==> src/rtl/diff_bcd_pkg.sv <==
// diff_bcd_pkg: shared constants and state encoding for the difference-to-BCD converter
package diff_bcd_pkg;
    localparam int DIGIT_W    = 4;
    localparam int NUM_DIGITS = 3;
    localparam int ITER_COUNT = 8;
    localparam int CNT_W      = $clog2(ITER_COUNT);
    localparam int SCR_W      = DIGIT_W * NUM_DIGITS;
    localparam logic [DIGIT_W-1:0] ADD3_THRESH = 4'd5;
    typedef enum logic [1:0] {IDLE, SHIFT, DONE} state_t;
endpackage

==> src/rtl/diff_bcd_converter_add3.sv <==
// bcd_add3: double-dabble digit correction (i_d >= 5 ? i_d + 3 : i_d)
//   i_d  BCD scratch digit before the shift
//   o_d  corrected digit
module bcd_add3 import diff_bcd_pkg::*; (
    input  logic [DIGIT_W-1:0] i_d,
    output logic [DIGIT_W-1:0] o_d
);
    assign o_d = (i_d >= ADD3_THRESH) ? i_d + 4'd3 : i_d;
endmodule

==> src/rtl/diff_bcd_converter.sv <==
// diff_bcd_converter: iterative sign + 3-digit BCD conversion of the subtractor output
//   clk, rst_n        clock, asynchronous active-low reset
//   start, din        conversion request and 8-bit difference
//   busy, done        conversion in progress / one-cycle result-valid pulse
//   sign, bcd_*       sign and hundreds/tens/ones digits, held until the next done
module diff_bcd_converter import diff_bcd_pkg::*; #(
    parameter bit SIGNED_MODE = 1'b1
) (
    input  logic       clk,
    input  logic       rst_n,
    input  logic       start,
    input  logic [7:0] din,
    output logic       busy,
    output logic       done,
    output logic       sign,
    output logic [3:0] bcd_hund,
    output logic [3:0] bcd_tens,
    output logic [3:0] bcd_ones
);
    state_t             r_state, w_next;
    logic [7:0]         r_mag;
    logic [SCR_W-1:0]   r_scr, w_adj, w_scr_nxt;
    logic [CNT_W-1:0]   r_cnt;
    logic               r_sign_cap, r_sign;
    logic [3:0]         r_hund, r_tens, r_ones;
    logic               w_neg_in, w_accept, w_last;
    logic [8:0]         w_neg;

    assign w_neg_in  = SIGNED_MODE && din[7];
    // 9-bit negation so that -128 yields magnitude 128 without wrapping
    assign w_neg     = 9'd0 - {1'b0, din};
    assign w_accept  = start && (r_state != SHIFT);
    assign w_last    = (r_state == SHIFT) && (r_cnt == '0);

    genvar g;
    generate
        for (g = 0; g < NUM_DIGITS; g++) begin : g_add3
            bcd_add3 u_add3 (
                .i_d(r_scr[g*DIGIT_W +: DIGIT_W]),
                .o_d(w_adj[g*DIGIT_W +: DIGIT_W])
            );
        end
    endgenerate

    // the corrected hundreds MSB is always 0 for 8-bit inputs, so it drops out of the shift
    assign w_scr_nxt = SCR_W'({w_adj, r_mag[7]});

    always_ff @(posedge clk or negedge rst_n)
        if (!rst_n) r_state <= IDLE;
        else        r_state <= w_next;

    always_comb begin
        w_next = w_accept ? SHIFT : w_last ? DONE : (r_state == DONE) ? IDLE : r_state;
        busy   = (r_state == SHIFT);
        done   = (r_state == DONE);
    end

    always_ff @(posedge clk or negedge rst_n) begin
        if (!rst_n) begin
            r_mag      <= '0;
            r_scr      <= '0;
            r_cnt      <= '0;
            r_sign_cap <= 1'b0;
            r_sign     <= 1'b0;
            r_hund     <= '0;
            r_tens     <= '0;
            r_ones     <= '0;
        end else if (w_accept) begin
            r_mag      <= w_neg_in ? w_neg[7:0] : din;
            r_sign_cap <= w_neg_in;
            r_scr      <= '0;
            r_cnt      <= CNT_W'(ITER_COUNT - 1);
        end else if (r_state == SHIFT) begin
            r_scr <= w_scr_nxt;
            r_mag <= {r_mag[6:0], 1'b0};
            r_cnt <= r_cnt - CNT_W'(1);
            if (w_last) begin
                r_sign                     <= r_sign_cap;
                {r_hund, r_tens, r_ones}   <= w_scr_nxt;
            end
        end
    end

    assign sign     = r_sign;
    assign bcd_hund = r_hund;
    assign bcd_tens = r_tens;
    assign bcd_ones = r_ones;
endmodule

==> config.mk <==
export PLATFORM = sky130hd
export DESIGN_NAME = diff_bcd_converter
export DESIGN_NICKNAME = d
export VERILOG_FILES = /design/src/rtl/diff_bcd_pkg.sv /design/src/rtl/diff_bcd_converter_add3.sv /design/src/rtl/diff_bcd_converter.sv
export SDC_FILE = /design/constraint.sdc
export NUM_CORES = 1
export LEC_CHECK = 0
export BUFFER_PORTS_ARGS = -buffer_cell sky130_fd_sc_hd__buf_2
export CAP_MARGIN = 20
export CORE_MARGIN = 5
export CORE_UTILIZATION = 52
export CTS_CLUSTER_DIAMETER = 150
export DETAILED_ROUTE_END_ITERATION = 8
export PLACE_DENSITY = 0.76
export SYNTH_ARGS = -nofsm -noshare
export SYNTH_HDL_FRONTEND = slang
export SYNTH_HIERARCHICAL = 1
export SYNTH_SLANG_ARGS = --single-unit
==> constraint.sdc <==
create_clock -name clk -period 1.7 [get_ports clk]
set_clock_uncertainty 0.15 [all_clocks]
set_input_delay 0.085 -clock clk [delete_from_list [all_inputs] [get_ports clk]]
set_output_delay 0.085 -clock clk [all_outputs]
set_load 0.01 [all_outputs]
==> impl_metrics.py, run 1 <==
metrics = {
    "synthesis": {
        "synth_cells": 205,
        "syn-num-nets": 225,
        "synthesis.area_sq_um": 2070,
        "yosys_warnings": 6,
        "avgSynthCellArea_sq_um": 10.1,
    },
    "timing": {
        "fin_hold_ws_ns": 0.0861,
        "tightest_slew_ns": 0.484,
        "timing.final.ws_setup_ns": 0.0565,
        "rsz0062_at_grt": "true",
        "slew_violations": 0,
        "worst_slew_margin_rel_pct": 67.7,
        "fin_crit_ns": 1.64,
        "fmax_ghz": 0.608,
        "finalSetupViolCount": 0,
        "hold_viol": 0,
        "finalSetupTns_ns": 0,
        "period_share_pct": 96.7,
    },
    "detailed_routing": {
        "via_per_inst": 5.17,
        "ant_nets": 0,
        "drtIter0Drc": 42,
        "vias": 1519,
        "wl_per_cell_um": 13.2,
        "drc": 0,
        "dr.pass1.iters": 4,
        "routed_wl_mm": 3.88,
    },
    "pwr": {
        "p_total_mw": 4.66,
        "switching_share_pct": 39.9,
        "power_density_nw_per_um2": 1890,
        "p_leak_nw": 1.21,
        "comb_power_share_pct": 50.7,
        "irDropWorstVdd_mv": 1.03,
        "switchingPower_mw": 1.86,
        "p_int_mw": 2.80,
        "p_clk_share_pct": 13.5,
        "share_seq_of_total_power_pct": 35.8,
    },
    "die": {
        "die_area_sq_um": 5340,
        "core_region_area_sq_um": 3940,
        "initial_core_util_pct": 52.5,
        "die_height_um": 73.1,
        "die_w_um": 73.1,
        "ios": 26,
        "rows": 23,
    },
    "global_route": {
        "grt_overflow": 0,
        "grt_use_total_pct": 16.7,
        "grt_pass1_wl_mm": 6.94,
        "antenna_found_initial": 0,
        "grt_busiest_layer": "met2",
        "met1_usage_pct": 21.1,
        "use_met3_pct": 4.13,
        "grt_pass1_vias": 1561,
        "grt_max_degree": 40,
        "grtUsageMet2_pct": 27.5,
    },
    "critical_path": {
        "arrival_ns": 1.73,
        "cp_max_fo": 3,
        "critical_path_class": "reg2reg",
        "end_kind": "register",
        "start_kind": "register",
        "worstPathRequired_ns": 1.78,
    },
    "clock_network": {
        "insertion_delay_ns": 0.29,
        "clockRootBuffer": "clkbuf_8",
        "cts_buffers": 5,
        "cts.sinks": 39,
        "clock_path_buffers": 2,
        "clk_pin_slew_ns": 0.07,
        "h-tree-depth": 2,
        "cts_tree": "yes",
    },
    "placed_design": {
        "pre_cts_ws_ns": 0.0426,
        "portBuffers": 25,
        "gp_congestion": 0.808,
        "dpl.hpwl_mm": 2.67,
        "dpl-instance-area_sq_um": 2280,
        "dpl.cell_count": 280,
    },
    "layout": {
        "fillers": 332,
        "nNetsFinal": 264,
        "design_area_sq_um": 2460,
        "num_antenna_cells": 0,
        "drive_above_1_share_pct": 28.7,
        "area_growth_pct": 18.9,
        "instances_no_fill": 294,
        "fin_util_pct": 62.4,
    },
    "status": {
        "status": "complete, no violations",
    },
    "job": {
        "maxCapViolations": 0,
    },
    "hold_path": {
        "hp-class": "in2reg",
    },
}
## worst max-delay path, cell delays in order, from the launching register on
cell,delay [ns]
dfrtp_1,0.39
inv_1,0.10
ha_1,0.22
nand2b_1,0.09
a21oi_2,0.19
mux2i_1,0.27
mux2_2,0.18
## layout make-up
class / instances / area [sq um] / share of cell area [%]
clock inverter: 1 / 5.00 / 0.203
tap: 50 / 62.6 / 2.54
timing repair buffer: 41 / 273 / 11.1
inverter: 11 / 41.3 / 1.68
clock buffer: 6 / 82.6 / 3.36
sequential: 39 / 977 / 39.7
multi-input combinational: 146 / 1020 / 41.4
## path summary, 6_finish.rpt
kind | from | endpoint | slack (ns) | cells after the start
worst min-delay path | din[1] | r_mag[7] | 0.09 | 4
worst min register to register | r_mag[1] | r_mag[2] | 0.34 | 2
worst max-delay path | r_scr[9] | bcd_hund[2] | 0.06 | 6
min in group asynchronous | rst_n | bcd_tens[1] | 0.22 | 3
worst max register to register | r_scr[9] | bcd_hund[2] | 0.06 | 6
max in group asynchronous | rst_n | r_scr[0] | 0.82 | 3
## flip-flops by register name (all words and copies together), names as in the netlist
signal,flops
bcd_hund,4
bcd_ones,4
bcd_tens,4
r_cnt,3
r_mag,8
r_scr,12
r_sign_cap,1
r_state,2
sign,1
## power groups by stage
stage / clock [mW] / sequential [mW] / combinational, mW
2_1_floorplan: 0 / 1.69 / 1.62
3_3_place_gp: 0 / 1.66 / 2.24
3_5_place_dp: 0 / 1.68 / 2.32
4_1_cts: 0.645 / 1.67 / 2.34
5_1_grt: 0.686 / 1.74 / 2.70
6_report: 0.629 / 1.67 / 2.36
## per-layer routing
layer  wire (um)  up-vias
met1        1770      716
met2        1870       34
met3         167        5
met5           0        -
li1            -      764
met4          68        0
## placed cells by master (no fill, tap or decap), types with 7 or more instances in the layout
| cell type | n |
|---|---|
| mux2_2 | 14 |
| inv_1 | 9 |
| nand3b_1 | 12 |
| nand2_1 | 40 |
| o21ai_0 | 10 |
| nor2_1 | 9 |
| ha_1 | 7 |
| buf_2 | 25 |
| buf_4 | 9 |
| dfrtp_1 | 38 |
## what timing repair did
item,CTS,global route
endpoints found under the hold margin,44,0
resized for setup,0,8
setup buffers,0,1
hold buffers,6,0
endpoints found under the setup margin,0,11
(Power assumes the default switching activity.)
==> run 2: changes to the inputs <==
--- a/config.mk
+++ b/config.mk
@@ -8,10 +8,11 @@
 export BUFFER_PORTS_ARGS = -buffer_cell sky130_fd_sc_hd__buf_2
 export CAP_MARGIN = 20
 export CORE_MARGIN = 5
-export CORE_UTILIZATION = 52
+export CORE_UTILIZATION = 55
 export CTS_CLUSTER_DIAMETER = 150
 export DETAILED_ROUTE_END_ITERATION = 8
 export PLACE_DENSITY = 0.76
+export SKIP_CTS_REPAIR_TIMING = 1
 export SYNTH_ARGS = -nofsm -noshare
 export SYNTH_HDL_FRONTEND = slang
 export SYNTH_HIERARCHICAL = 1
==> constraint.sdc (replaced) <==
create_clock -name clk -period 1.6 [get_ports clk]
set_clock_uncertainty 0.15 [all_clocks]
set_input_delay 0.08 -clock clk [delete_from_list [all_inputs] [get_ports clk]]
set_output_delay 0.08 -clock clk [all_outputs]
set_load 0.01 [all_outputs]
==> impl_metrics.py, run 2 (synthesis gave the netlist of run 1 again) <==
metrics = {
    "status": {
        "status": "complete, but fails checks",
        "violations": "negative hold slack, negative setup slack",
    },
    "timing": {
        "worst_slew_margin_rel_pct": 69.0,
        "period_share_pct": 104,
        "tightest_slew_ns": 0.465,
        "slew_violations": 0,
        "timing.final.ws_setup_ns": -0.0608,
        "fin_hold_ws_ns": -0.0354,
        "fmax_ghz": 0.602,
        "fin_crit_ns": 1.66,
        "hold_viol": 2,
        "rsz0062_at_grt": "true",
        "finalSetupViolCount": 13,
    },
    "placed_design": {
        "portBuffers": 25,
        "gp_congestion": 0.739,
        "dpl.hpwl_mm": 2.84,
        "pre_cts_ws_ns": -0.0371,
    },
    "global_route": {
        "antenna_found_initial": 0,
        "grt_pass1_vias": 1569,
        "grt_overflow": 0,
        "grt_max_degree": 22,
        "grt_use_total_pct": 17.1,
        "grt_pass1_wl_mm": 6.89,
    },
    "pwr": {
        "irDropWorstVdd_mv": 1.14,
        "power_density_nw_per_um2": 2170,
        "p_leak_nw": 1.34,
    },
    "clock_network": {
        "insertion_delay_ns": 0.29,
        "cts_buffers": 5,
        "cts.sinks": 39,
        "clock_path_buffers": 2,
        "h-tree-depth": 2,
        "clk_pin_slew_ns": 0.08,
        "clockRootBuffer": "clkbuf_8",
        "cts_tree": "yes",
    },
    "hold_path": {
        "hp-class": "in2reg",
    },
    "detailed_routing": {
        "drtIter0Drc": 77,
        "vias": 1586,
        "drc": 0,
        "ant_nets": 0,
        "wl_per_cell_um": 14.2,
        "routed_wl_mm": 4.35,
        "via_per_inst": 5.18,
        "dr.pass1.iters": 4,
    },
    "layout": {
        "layout_commonest_cell": "nand2_1",
        "reg_top3": "r_scr (12), r_mag (8)",
        "largest_register_ffs": 12,
        "area_growth_pct": 32.8,
        "nNetsFinal": 277,
        "fin_util_pct": 75.1,
        "num_antenna_cells": 0,
        "fillers": 249,
        "seq_area_sq_um": 976,
        "drive_above_1_share_pct": 36.8,
        "mostFrequentLayoutCells": "nand2_1 (40), dfrtp_1 (39), buf_2 (25)",
        "regMostFlops": "r_scr",
        "multi_input_area_sq_um": 1160,
    },
    "die": {
        "die_height_um": 71.3,
        "core_region_area_sq_um": 3660,
        "die_area_sq_um": 5090,
        "ios": 26,
        "rows": 22,
        "die_w_um": 71.3,
        "initial_core_util_pct": 56.5,
    },
    "critical_path": {
        "end_kind": "register",
        "critPathSlowestCell": "dfrtp_1",
        "slowest_delay_ns": 0.39,
        "critical_path_class": "reg2reg",
        "path_cells": "inv_2 > ha_4 > nor3b_4 > buf_6 > mux2_4",
        "worstPathRequired_ns": 1.63,
        "start_kind": "register",
        "cp_max_fo": 5,
        "arrival_ns": 1.69,
    },
    "job": {
        "maxCapViolations": 0,
    },
}
-- run 2: final timing paths --
path	from	to	slack [ns]	cells past startpoint
max in group asynchronous	rst_n	r_cnt[1]	0.72	3
max reg2reg	r_cnt[0]	bcd_ones[1]	-0.06	5
max	r_cnt[0]	bcd_ones[1]	-0.06	5
min in group asynchronous	rst_n	r_scr[2]	0.11	2
min reg2reg	r_mag[0]	r_mag[1]	0.34	2
min	din[4]	r_mag[4]	-0.04	3
-- run 2: area by class of cell --
cell class	count	area share, %
inverters	11	1.50
well taps	48	2.18
clock inverters	2	1.27
flip-flops and latches	39	35.5
clock buffers	6	3.00
multi-input cells	146	42.1
repair buffers	54	14.4
-- run 2: per-stage QoR --
step | instances | hold slack (ns) | power [mW] | TNS, ns | cell area [sq um]
floorplan | 205 | -0.366 | 3.52 | -0.328 | 2070
global placement | 286 | -0.0928 | 4.26 | 0 | 2350
detailed placement | 286 | -0.0947 | 4.35 | -0.189 | 2350
CTS | 294 | -0.409 | 5.23 | -0.266 | 2470
global route | 306 | 0.00755 | 6.45 | -1.25 | 2750
finish | 306 | -0.0354 | 5.97 | -0.470 | 2750
-- run 2: routing by layer --
layer / vias to the layer above / GRT usage (%) / part of all wire, %
li1: 790 / - / -
met1: 759 / 21.1 / 46
met2: 29 / 28.0 / 49
met3: 8 / 3.37 / 3.5
met4: 0 / 9.39 / 1.9
met5: - / 0 / 0
-- run 2: report_power, final --
part           switching (mW)  internal (mW)  total, mW  leakage [nW]
combinational            1.58           1.72       3.30         0.788
sequential              0.368           1.45       1.82         0.488
clock                   0.348          0.505      0.853        0.0612
total                    2.30           3.67       5.97          1.34
-- run 2: critical path: cells and delay by family (launching register included) --
family | cells | cell delay (ns)
multiplexers | 1 | 0.30
buffers and inverters | 2 | 0.28
adder cells (fa/ha/maj) | 1 | 0.12
flip-flops | 1 | 0.39
AND/OR/NAND/NOR | 1 | 0.30
